==> config.mk <==
export PLATFORM = sky130hd
export DESIGN_NAME = bayer_stream_tx
export DESIGN_NICKNAME = d
export VERILOG_FILES = /design/src/rtl/bayer_stream_tx_pkg.sv /design/src/rtl/bayer_stream_tx_label.sv /design/src/rtl/bayer_stream_tx.sv
export SDC_FILE = /design/constraint.sdc
export NUM_CORES = 1
export LEC_CHECK = 0
export ABC_AREA = 1
export CELL_PAD_IN_SITES_DETAIL_PLACEMENT = 0
export CELL_PAD_IN_SITES_GLOBAL_PLACEMENT = 1
export CORE_AREA = 3 3 125 127
export CTS_CLUSTER_DIAMETER = 80
export DETAILED_ROUTE_END_ITERATION = 10
export DIE_AREA = 0 0 128 130
export PLACE_DENSITY = 0.76
export SLEW_MARGIN = 40
export SYNTH_ARGS = -nofsm -noshare
export SYNTH_HDL_FRONTEND = slang
export SYNTH_SLANG_ARGS = --single-unit
==> constraint.sdc <==
create_clock -name clk -period 3 [get_ports clk]
set_clock_uncertainty 0.2 [all_clocks]
set_input_delay 0.3 -clock clk [delete_from_list [all_inputs] [get_ports clk]]
set_output_delay 0.3 -clock clk [all_outputs]
set_load 0.005 [all_outputs]
==> src/rtl/bayer_stream_tx_pkg.sv <==
// Shared widths, colour/stage codes and CFA phases for the Bayer stream
// transmitter and its helpers.
package bayer_stream_tx_pkg;

  localparam int COLOR_DEPTH   = 10;
  localparam int COLOR_BIT_CNT = 2;
  localparam int MODE_BIT_CNT  = 4;

  localparam logic [COLOR_BIT_CNT-1:0] RED   = 2'd0;
  localparam logic [COLOR_BIT_CNT-1:0] GREEN = 2'd1;
  localparam logic [COLOR_BIT_CNT-1:0] BLUE  = 2'd2;
  localparam logic [COLOR_BIT_CNT-1:0] VOID  = 2'd3;

  localparam logic [MODE_BIT_CNT-1:0] STAGE11 = 4'd1;
  localparam logic [MODE_BIT_CNT-1:0] STAGE12 = 4'd2;
  localparam logic [MODE_BIT_CNT-1:0] STAGE21 = 4'd3;
  localparam logic [MODE_BIT_CNT-1:0] STAGE22 = 4'd4;
  localparam logic [MODE_BIT_CNT-1:0] STAGE31 = 4'd5;

  localparam int CFA_RGGB = 0;
  localparam int CFA_GRBG = 1;
  localparam int CFA_GBRG = 2;
  localparam int CFA_BGGR = 3;

  typedef enum logic [1:0] {
    ST_IDLE,
    ST_FETCH,
    ST_DRAIN,
    ST_FIN
  } state_e;

  // Sideband that travels with each SRAM read until its pixel is presented.
  typedef struct packed {
    logic [COLOR_BIT_CNT-1:0] color;
    logic                     last_col;
    logic                     last_pic;
  } tag_t;

endpackage

==> src/rtl/bayer_stream_tx_label.sv <==
// Combinational Bayer colour label: (row lsb, col lsb, CFA phase) -> colour.
module bayer_cfa_label
  import bayer_stream_tx_pkg::*;
(
  input  logic                     row_lsb,
  input  logic                     col_lsb,
  input  logic [1:0]               cfa,
  output logic [COLOR_BIT_CNT-1:0] color
);

  // Every phase is the RGGB grid shifted: cfa[1] flips rows, cfa[0] flips columns.
  always_comb begin
    color = GREEN;
    case ({row_lsb ^ cfa[1], col_lsb ^ cfa[0]})
      2'b00:   color = RED;
      2'b11:   color = BLUE;
      default: color = GREEN;
    endcase
  end

endmodule

==> src/rtl/bayer_stream_tx.sv <==
// Streams a Bayer RAW frame from a 1-cycle-latency frame SRAM to the ISP
// pixel interface, one pixel per cycle, with stall support.
module bayer_stream_tx
  import bayer_stream_tx_pkg::*;
#(
  parameter int ADDR_W = 16,
  parameter int DIM_W  = 12,
  parameter int CFA    = 0
) (
  input  logic                     clk,
  input  logic                     rst_n,
  input  logic                     start_i,
  input  logic [DIM_W-1:0]         width_i,
  input  logic [DIM_W-1:0]         height_i,
  input  logic [MODE_BIT_CNT-1:0]  mode_i,
  input  logic                     stall_i,
  output logic                     mem_rd_o,
  output logic [ADDR_W-1:0]        mem_addr_o,
  input  logic [COLOR_DEPTH-1:0]   mem_rdata_i,
  output logic [COLOR_DEPTH-1:0]   pixel_o,
  output logic                     valid_o,
  output logic [COLOR_BIT_CNT-1:0] color_o,
  output logic                     last_col_o,
  output logic                     last_pic_o,
  output logic [MODE_BIT_CNT-1:0]  mode_o,
  output logic                     busy_o,
  output logic                     done_o
);

  localparam logic [1:0] CFA_PH = 2'(CFA);

  state_e                   state, state_nx;
  logic [DIM_W-1:0]         width_q, height_q;
  logic [DIM_W-1:0]         row, col;
  logic                     start_ok, zero_dim;
  logic                     issue, col_end, row_end, last_read;
  logic [COLOR_BIT_CNT-1:0] issue_color;

  logic                     tag_v;
  tag_t                     tag_q;
  logic                     hold_v;
  tag_t                     hold_tag;
  logic [COLOR_DEPTH-1:0]   hold_pix;

  logic                     load;
  tag_t                     load_tag;
  logic [COLOR_DEPTH-1:0]   load_pix;

  // done_o keeps the block busy for its pulse so a start cannot overlap it.
  assign start_ok  = start_i && (state == ST_IDLE) && !done_o;
  assign zero_dim  = (width_i == '0) || (height_i == '0);
  assign issue     = (state == ST_FETCH) && !stall_i;
  assign col_end   = (col == width_q - DIM_W'(1));
  assign row_end   = (row == height_q - DIM_W'(1));
  assign last_read = col_end && row_end;
  assign mem_rd_o  = issue;
  assign busy_o    = (state != ST_IDLE) || done_o;

  bayer_cfa_label u_label (
    .row_lsb (row[0]),
    .col_lsb (col[0]),
    .cfa     (CFA_PH),
    .color   (issue_color)
  );

  // Held data is older than anything in flight, so it always goes out first.
  always_comb begin
    load     = !stall_i && (hold_v || tag_v);
    load_tag = hold_v ? hold_tag : tag_q;
    load_pix = hold_v ? hold_pix : mem_rdata_i;
  end

  always_comb begin
    state_nx = state;
    case (state)
      ST_IDLE:  if (start_ok) state_nx = zero_dim ? ST_FIN : ST_FETCH;
      ST_FETCH: if (issue && last_read) state_nx = ST_DRAIN;
      ST_DRAIN: if (load && load_tag.last_pic) state_nx = ST_FIN;
      ST_FIN:   state_nx = ST_IDLE;
      default:  state_nx = ST_IDLE;
    endcase
  end

  always_ff @(posedge clk or negedge rst_n) begin
    if (!rst_n) begin
      state  <= ST_IDLE;
      done_o <= 1'b0;
    end else begin
      state  <= state_nx;
      done_o <= (state == ST_FIN);
    end
  end

  // Frame geometry and read address; the address simply counts issued reads.
  always_ff @(posedge clk or negedge rst_n) begin
    if (!rst_n) begin
      width_q    <= '0;
      height_q   <= '0;
      mode_o     <= STAGE11;
      row        <= '0;
      col        <= '0;
      mem_addr_o <= '0;
    end else if (start_ok) begin
      width_q    <= width_i;
      height_q   <= height_i;
      mode_o     <= mode_i;
      row        <= '0;
      col        <= '0;
      mem_addr_o <= '0;
    end else if (issue) begin
      mem_addr_o <= mem_addr_o + ADDR_W'(1);
      if (col_end) begin
        col <= '0;
        row <= row + DIM_W'(1);
      end else begin
        col <= col + DIM_W'(1);
      end
    end
  end

  always_ff @(posedge clk or negedge rst_n) begin
    if (!rst_n) begin
      tag_v <= 1'b0;
      tag_q <= '0;
    end else begin
      tag_v <= issue;
      if (issue) begin
        tag_q.color    <= issue_color;
        tag_q.last_col <= col_end;
        tag_q.last_pic <= last_read;
      end
    end
  end

  // A read returning while stalled is parked; no new read can follow it
  // until the stall drops, so one entry is enough.
  always_ff @(posedge clk or negedge rst_n) begin
    if (!rst_n) begin
      hold_v   <= 1'b0;
      hold_tag <= '0;
      hold_pix <= '0;
    end else if (stall_i && tag_v) begin
      hold_v   <= 1'b1;
      hold_tag <= tag_q;
      hold_pix <= mem_rdata_i;
    end else if (!stall_i) begin
      hold_v   <= 1'b0;
    end
  end

  always_ff @(posedge clk or negedge rst_n) begin
    if (!rst_n) begin
      valid_o    <= 1'b0;
      pixel_o    <= '0;
      color_o    <= VOID;
      last_col_o <= 1'b0;
      last_pic_o <= 1'b0;
    end else begin
      valid_o    <= load;
      pixel_o    <= load ? load_pix : '0;
      color_o    <= load ? load_tag.color : VOID;
      last_col_o <= load && load_tag.last_col;
      last_pic_o <= load && load_tag.last_pic;
    end
  end

endmodule

==> impl_metrics.prom <==
# TYPE chip_impl_metric gauge
chip_impl_metric{name="overall_power_after_layout",unit="W"} 0.00565
chip_impl_metric{name="layout.nets",unit=""} 900
chip_impl_metric{name="slew_violations",unit=""} 0
chip_impl_metric{name="clk_latency",unit="ns"} 0.36
chip_impl_metric{name="tightest_pin_transition",unit="ns"} 0.640
chip_impl_metric{name="io_pins",unit=""} 80
chip_impl_info{name="holdCritPathClass",value="input port to register"} 1
chip_impl_metric{name="rr_worst_depth",unit=""} 13
chip_impl_metric{name="pre_cts_slack",unit="ns"} 0.435
chip_impl_metric{name="power.sequential.fraction",unit=""} 0.374
chip_impl_metric{name="final_period_minus_worst_setup_slack",unit="ns"} 2.56
chip_impl_metric{name="finalSetupViolCount",unit=""} 0
chip_impl_info{name="yosys-top-cells-area",value="sky130_fd_sc_hd__dfrtp_1, sky130_fd_sc_hd__nand2_1, sky130_fd_sc_hd__inv_1, sky130_fd_sc_hd__o21ai_0, sky130_fd_sc_hd__nand3_1"} 1
chip_impl_info{name="status",value="completed"} 1
chip_impl_metric{name="final_antenna_net_count",unit=""} 0
chip_impl_info{name="cts_tree",value="built"} 1
chip_impl_metric{name="global_routing_met2_resource_utilization",unit=""} 0.314
chip_impl_metric{name="distinct_cells_synth",unit=""} 40
chip_impl_metric{name="wl_per_cell",unit="µm"} 14.0
chip_impl_metric{name="grt_pass1_wl",unit="µm"} 24700
chip_impl_metric{name="seq_area",unit="mm²"} 0.00266
chip_impl_metric{name="numPortBuffers",unit=""} 79
chip_impl_metric{name="clkPwrFrac",unit=""} 0.229
chip_impl_metric{name="place.gp.congestion",unit=""} 0.888
chip_impl_metric{name="fmax",unit="MHz"} 390
chip_impl_metric{name="first_pass_iters",unit=""} 4
chip_impl_metric{name="synth-edff-count",unit=""} 0
chip_impl_metric{name="setup_tns",unit="ns"} 0
chip_impl_metric{name="critical_path.max_fanout",unit=""} 5
chip_impl_metric{name="period_share",unit=""} 0.854
chip_impl_metric{name="initial_util",unit=""} 0.399
chip_impl_metric{name="die_y",unit="µm"} 130
chip_impl_metric{name="fill_cells",unit=""} 1459
chip_impl_metric{name="netlist_instances",unit=""} 764
chip_impl_info{name="r2r_start",value="width_q[0]"} 1
chip_impl_metric{name="post_synth.cell_area_avg",unit="µm²"} 7.59
chip_impl_metric{name="path_clk_slew",unit="ns"} 0.07
chip_impl_metric{name="power.share.switching",unit=""} 0.397
chip_impl_metric{name="p_per_area",unit="mW/mm²"} 790
chip_impl_info{name="grt_setup_unrepaired",value="no"} 1
chip_impl_info{name="startpoint_type",value="register"} 1
chip_impl_metric{name="final_hold_viol_count",unit=""} 0
chip_impl_metric{name="reg2reg_setup_slack",unit="ns"} 0.48
chip_impl_metric{name="post-route-cell-area",unit="mm²"} 0.00716
chip_impl_metric{name="grtUsageMet3",unit=""} 0.0471
chip_impl_metric{name="relSlewSlack",unit=""} 0.573
chip_impl_metric{name="drive_gt1_frac",unit=""} 0.0563
chip_impl_metric{name="worst_ep_arrival_time",unit="ns"} 2.06
chip_impl_metric{name="global_route.usage.met1",unit=""} 0.239
chip_impl_metric{name="netlist_area",unit="mm²"} 0.00580
chip_impl_info{name="timing_worst_setup_path_type",value="register to output pin"} 1
chip_impl_metric{name="fp.dieArea",unit="mm²"} 0.0166
chip_impl_metric{name="grt_max_degree",unit=""} 62
chip_impl_metric{name="finalWorstSetupSlack",unit="ns"} 0.437
chip_impl_metric{name="via_per_inst",unit=""} 4.94
chip_impl_info{name="crit_path_cell_trace",value="inv_1 > ha_1 > nand2_1 > clkinv_1 > clkdlybuf4s50_1"} 1
chip_impl_metric{name="ys.warnings.count",unit=""} 0
chip_impl_metric{name="total_leakage_power",unit="nW"} 3.39
chip_impl_metric{name="detail_route.drc_violations",unit=""} 0
chip_impl_info{name="grt-busiest-layer",value="met2"} 1
chip_impl_info{name="cts-root-buf",value="sky130_fd_sc_hd__clkbuf_16"} 1
chip_impl_metric{name="antenna-diode-count",unit=""} 0
chip_impl_metric{name="dp_hpwl",unit="µm"} 10700
chip_impl_metric{name="grtUsageTotal",unit=""} 0.185
chip_impl_metric{name="design.core.area",unit="mm²"} 0.0145
chip_impl_info{name="critical_path.startpoint",value="state[1]"} 1
chip_impl_metric{name="finalWirelength",unit="µm"} 14600
chip_impl_info{name="worst_r2r_dst",value="row[3]"} 1
chip_impl_metric{name="clock_sinks",unit=""} 106
chip_impl_metric{name="syn_nets",unit=""} 816
chip_impl_info{name="end_kind",value="output pin"} 1
chip_impl_metric{name="power.combinational.fraction",unit=""} 0.397
chip_impl_metric{name="area_share_of_the_leading_cell_type_in_the_synthesized_netlist",unit=""} 0.445
chip_impl_metric{name="max_capacitance_violation_count",unit=""} 0
chip_impl_metric{name="drt-initial-drc-count",unit=""} 254
chip_impl_metric{name="via_count_of_the_first_global_routing_pass",unit=""} 5075
chip_impl_metric{name="cts.repair.resized",unit=""} 0
chip_impl_info{name="synth_flop_cell",value="sky130_fd_sc_hd__dfrtp_1"} 1
chip_impl_metric{name="power_switching",unit="W"} 0.00224
chip_impl_metric{name="synthArstFlopShare",unit=""} 1.00
chip_impl_metric{name="internal_power",unit="W"} 0.00341
chip_impl_metric{name="via_count",unit=""} 5119
chip_impl_metric{name="cts_buffers",unit=""} 9
chip_impl_metric{name="postSynthRegisterBits",unit=""} 106
chip_impl_metric{name="syn_to_final_growth",unit="%"} 23.5
chip_impl_metric{name="vdd_ir_max",unit="µV"} 460
chip_impl_metric{name="antenna_found_initial",unit=""} 0
chip_impl_info{name="slowest_stage",value="sky130_fd_sc_hd__clkdlybuf4s50_1"} 1
chip_impl_metric{name="required",unit="ns"} 2.50
chip_impl_info{name="yosys.area.top_type",value="sky130_fd_sc_hd__dfrtp_1"} 1
chip_impl_metric{name="critical-path-max-stage-delay",unit="ns"} 0.52
chip_impl_metric{name="die_width",unit="µm"} 128
chip_impl_info{name="crit_end",value="mem_rd_o"} 1
chip_impl_metric{name="grt.overflow.total",unit=""} 0
chip_impl_metric{name="clock_tree.htree_level_count",unit=""} 3
chip_impl_metric{name="placementRows",unit=""} 44
chip_impl_metric{name="synth_seq_area_share",unit=""} 0.458
chip_impl_metric{name="multiInputGateArea",unit="mm²"} 0.00267
chip_impl_metric{name="detailed_place.area",unit="mm²"} 0.00683
chip_impl_metric{name="clock_tree.buffer_depth",unit=""} 2
[registers in the layout, summed over array words and instances (netlist names), 10 cells and up]
signal	cells
mem_addr_o	16
col	12
row	12
width_q	12
hold_pix	10
pixel_o	10
height_q	12
[repair_timing]
| item | in CTS | in global routing |
|---|---|---|
| setup buffers | 0 | 0 |
| setup endpoints to repair | 0 | 0 |
| endpoints found under the hold margin | 44 | 0 |
| hold buffers | 1 | 0 |
[cells by family (layout without fill, tap and decap cells)]
family	Yosys count	after routing	synth area share
flip-flops	106	106	0.458
AO/OA/AOI/OAI	110	110	0.104
XOR/XNOR	29	29	0.0438
AND/OR/NAND/NOR	385	385	0.290
adder cells (fa/ha/maj)	10	10	0.0216
buffers and inverters	124	213	0.0824
[power groups by stage]
| stage | clock [W] | combinational (W) | sequential, W |
|---|---|---|---|
| after floorplan | 0 | 0.00159 | 0.00206 |
| after global placement | 0 | 0.00221 | 0.00213 |
| after detailed placement | 0 | 0.00226 | 0.00214 |
| after CTS | 0.00133 | 0.00227 | 0.00212 |
| after global routing | 0.00139 | 0.00261 | 0.00217 |
| final | 0.00129 | 0.00224 | 0.00212 |
[worst min-delay path by stage]
stage,cells after the start,from,slack (ns),to
CTS,3,mode_i[0],0.24,mode_o[0]
finish,3,mode_i[0],0.26,mode_o[0]
global route,3,mode_i[0],0.28,mode_o[0]
floorplan,0,rst_n,-0.20,col[0]
global placement,1,rst_n,0.15,hold_pix[5]
detailed placement,1,rst_n,0.17,hold_pix[5]
[area by class of cell]
class / instances / share of cell area
multi-input combinational: 534 / 0.372
sequential: 106 / 0.371
timing repair buffer: 90 / 0.124
inverter: 107 / 0.0561
clock buffer: 11 / 0.0325
tap: 184 / 0.0322
clock inverter: 5 / 0.0119
[Yosys cell counts, drive strengths merged, types with 10 or more instances]
library cell / n
nand2: 235
inv: 105
dfrtp: 103
o21ai: 72
nor2: 54
nand3: 53
xor2: 25
nor3: 18
a21oi: 16
clkbuf: 13
ha: 10
nand4: 10
nor4: 10
o22ai: 10
[metrics by stage]
stage / hold slack, ns / cells / utilization
3_3_place_gp: 0.154 / 1020 / 0.470
3_5_place_dp: 0.170 / 1020 / 0.470
6_report: 0.257 / 1037 / 0.493
2_1_floorplan: -0.196 / 764 / -
5_1_grt: 0.284 / 1037 / 0.493
4_1_cts: 0.244 / 1037 / 0.492
[metal layers]
layer  wire, µm  up-vias
li1           -     2619
met1       6700     2394
met2       6990       93
met3        669       13
met4        206        0
met5          0        -
[layout by cell type (no fill, tap or decap), types with 3 or more instances in the layout]
master / synthesis / routed
sky130_fd_sc_hd__nand2_1: 232 / 231
sky130_fd_sc_hd__inv_1: 104 / 104
sky130_fd_sc_hd__dfrtp_1: 103 / 103
sky130_fd_sc_hd__clkdlybuf4s50_1: 0 / 78
sky130_fd_sc_hd__o21ai_0: 71 / 71
sky130_fd_sc_hd__nand3_1: 53 / 53
sky130_fd_sc_hd__nor2_1: 47 / 47
sky130_fd_sc_hd__xor2_1: 25 / 25
sky130_fd_sc_hd__a21oi_1: 16 / 16
sky130_fd_sc_hd__nor3_1: 15 / 15
sky130_fd_sc_hd__o22ai_1: 10 / 10
sky130_fd_sc_hd__ha_1: 10 / 10
sky130_fd_sc_hd__buf_4: 0 / 10
sky130_fd_sc_hd__nand4_1: 9 / 9
sky130_fd_sc_hd__nor4_1: 9 / 9
sky130_fd_sc_hd__clkbuf_16: 0 / 9
sky130_fd_sc_hd__xnor2_1: 4 / 4
sky130_fd_sc_hd__nand3b_1: 4 / 4
sky130_fd_sc_hd__nor2_4: 4 / 4
sky130_fd_sc_hd__o31ai_1: 4 / 4
sky130_fd_sc_hd__nor2_2: 3 / 3
sky130_fd_sc_hd__nor3_2: 3 / 3
sky130_fd_sc_hd__dfstp_2: 3 / 3
[critical path, delay by kind of cell (launching register included)]
family,cells,cell delay (ns)
buffers and inverters,3,0.87
and+or+nand+nor,1,0.24
DFF,1,0.41
adders and majority gates,1,0.20
Power figures use the tool's default switching activity.
==> patch (config.mk and constraints unchanged) <==
Encoding of `state_e`: now one-hot (4 bits for 4 states).
--- a/src/rtl/bayer_stream_tx_pkg.sv
+++ b/src/rtl/bayer_stream_tx_pkg.sv
@@ -22,11 +22,11 @@
   localparam int CFA_GBRG = 2;
   localparam int CFA_BGGR = 3;
 
-  typedef enum logic [1:0] {
-    ST_IDLE,
-    ST_FETCH,
-    ST_DRAIN,
-    ST_FIN
+  typedef enum logic [3:0] {
+    ST_IDLE  = 4'b0001,
+    ST_FETCH = 4'b0010,
+    ST_DRAIN = 4'b0100,
+    ST_FIN   = 4'b1000
   } state_e;
 
   // Sideband that travels with each SRAM read until its pixel is presented.
Function: same outputs for any inputs over 4 cycles, from zero or initial values and one cycle with rst_n low; so few cycles prove little.
==> patch against the unedited design <==
  * Final cell count increased by 1.3%
  * Power decreased by 0.63%
  * Global-route usage decreased by 1.2 points
  * Area after synthesis increased by 2.1%
  * Worst setup slack improved by 0.095 ns
  * Largest power group unchanged
  * Final area increased by 1.3%
  * Critical path depth increased by 11
  * Sequential cell count increased by 2
  * Routed wire length decreased by 4.5%
==> patch: results (changes against the unedited design) <==
qor: synth.synth_seq_area_share 0.4572 [-0.0009202]
qor: power_and_ir_drop.irDropWorstVdd 373.0 µV [-19%]
qor: critical_path.worstPathMaxFanout 6 [+1]
qor: routing.detailedRoute.firstIterationViolations 349 [+37%]
qor: routing.vias_per_cell 4.951 [+0.31%]
qor: synth.synthesis.nets 825 [+1.1%]
qor: finish.nNetsFinal 909 [+1.0%]
qor: global_routing.grt_first_pass_wirelength 23470 µm [-4.9%]
qor: routing.detail_route.wirelength 13900 µm [-4.5%]
qor: critical_path.timing.critical_path.slowest_stage_cell dfrtp_1
qor: finish.layout.cells.non_filler 1050 [+1.3%]
qor: min_path.hold_path_class reg -> reg
qor: finish.post_route_cells_drive_above_1_share 0.08083 [+0.02456]
qor: synth.synth_cells 777 [+1.7%]
qor: timing.worst-slew-pin-transition 0.5973 ns [-0.04254 ns]
qor: run_status.run_status finished, final reports clean
qor: global_routing.number_of_global_route_vias_before_repair 5000 [-1.5%]
qor: placement.detailed_place.area 6943 µm² [+1.7%]
qor: placement.gpl.final_weighted_congestion 0.8379 [-5.7%]
qor: synth.synth.area.top_cells dfrtp_1, nand2_1, inv_1, o21ai_0, nand3_1
qor: min_path.hp-start state[2]$_DFFE_PN0P_
qor: placement.dpl_worst_slack 0.5220 ns [+0.08727 ns]
qor: placement.dpl.hpwl 10280 µm [-3.8%]
qor: critical_path.timing.setup.critical_path_class reg -> reg
qor: synth.ys_types 44 [+10%]
qor: global_routing.grt_start_max_net_pins 109 [+76%]
qor: critical_path.max_stage_delay 0.38 ns [-0.14 ns]
qor: power_and_ir_drop.power.leakage 3.443 nW [+1.6%]
qor: synth.post_synth_most_frequent_cells nand2_1, dfrtp_1, inv_1, o21ai_0, nor2_1
-- patch: changes by cell type after synthesis, sizes merged, moves of 4 or more --
cell and change:
nand3 -9, buf +4, ha -4, xor2 -8, o21ai -5, o22ai -6
nand2 +19, nor2 +10
-- patch: logic make-up after synthesis --
family	count (synthesis)	share of synthesized area
fa+ha+maj	6	0.01268
flops	108	0.4572
xor+xnor	24	0.03782
simple gates	420	0.3169
compound gates	99	0.09508
buf+inv	120	0.08029
-- patch: routing by layer --
layer  share of wire  track usage  wire length (µm)  vias up
li1                -            -                 -     2658
met2            0.49       0.2951              6808       92
met1            0.46       0.2256              6387     2437
met5               0            0                 0        -
met3           0.041      0.03643               573       12
met4          0.0096      0.04245               134        0
-- patch: report_power, final --
group | switching, mW | internal (mW) | total [mW] | leakage [nW]
combinational | 1.32 | 0.890 | 2.21 | 1.87
clock | 0.599 | 0.613 | 1.21 | 0.149
sequential | 0.342 | 1.85 | 2.19 | 1.42
total | 2.26 | 3.35 | 5.62 | 3.44
-- patch: critical path: cells and delay by family (launching register included) --
kind          cells  cell delay, ns
fa+ha+maj         1            0.23
buf+inv           1            0.16
flops             1            0.38
simple gates     14            1.42
-- patch: final cells by class --
class / instances / area [µm²]
sequential: 108 / 2708
inverter: 102 / 382.9
multi-input combinational: 549 / 2741
clock inverter: 6 / 60.06
tap: 184 / 230.2
timing repair buffer: 91 / 893.4
fill: 1457 / 7279
clock buffer: 10 / 239.0
-- patch: path summary, 6_finish.rpt --
kind / end / slack [ns] / cells past startpoint
max reg2reg: state[3]$_DFFE_PN0P_ / 0.53 / 16
min reg2reg: done_o$_DFF_PN0_ / 0.23 / 1
min in group asynchronous: width_q[2]$_DFFE_PN0P_ / 0.33 / 3
min: done_o$_DFF_PN0_ / 0.23 / 1
max in group asynchronous: pixel_o[7]$_DFF_PN0_ / 1.80 / 3
max: state[3]$_DFFE_PN0P_ / 0.53 / 16
-- patch: timing repair --
action	in CTS	in global routing
hold buffers	1	0
endpoints found under the setup margin	0	0
endpoints found under the hold margin	104	0
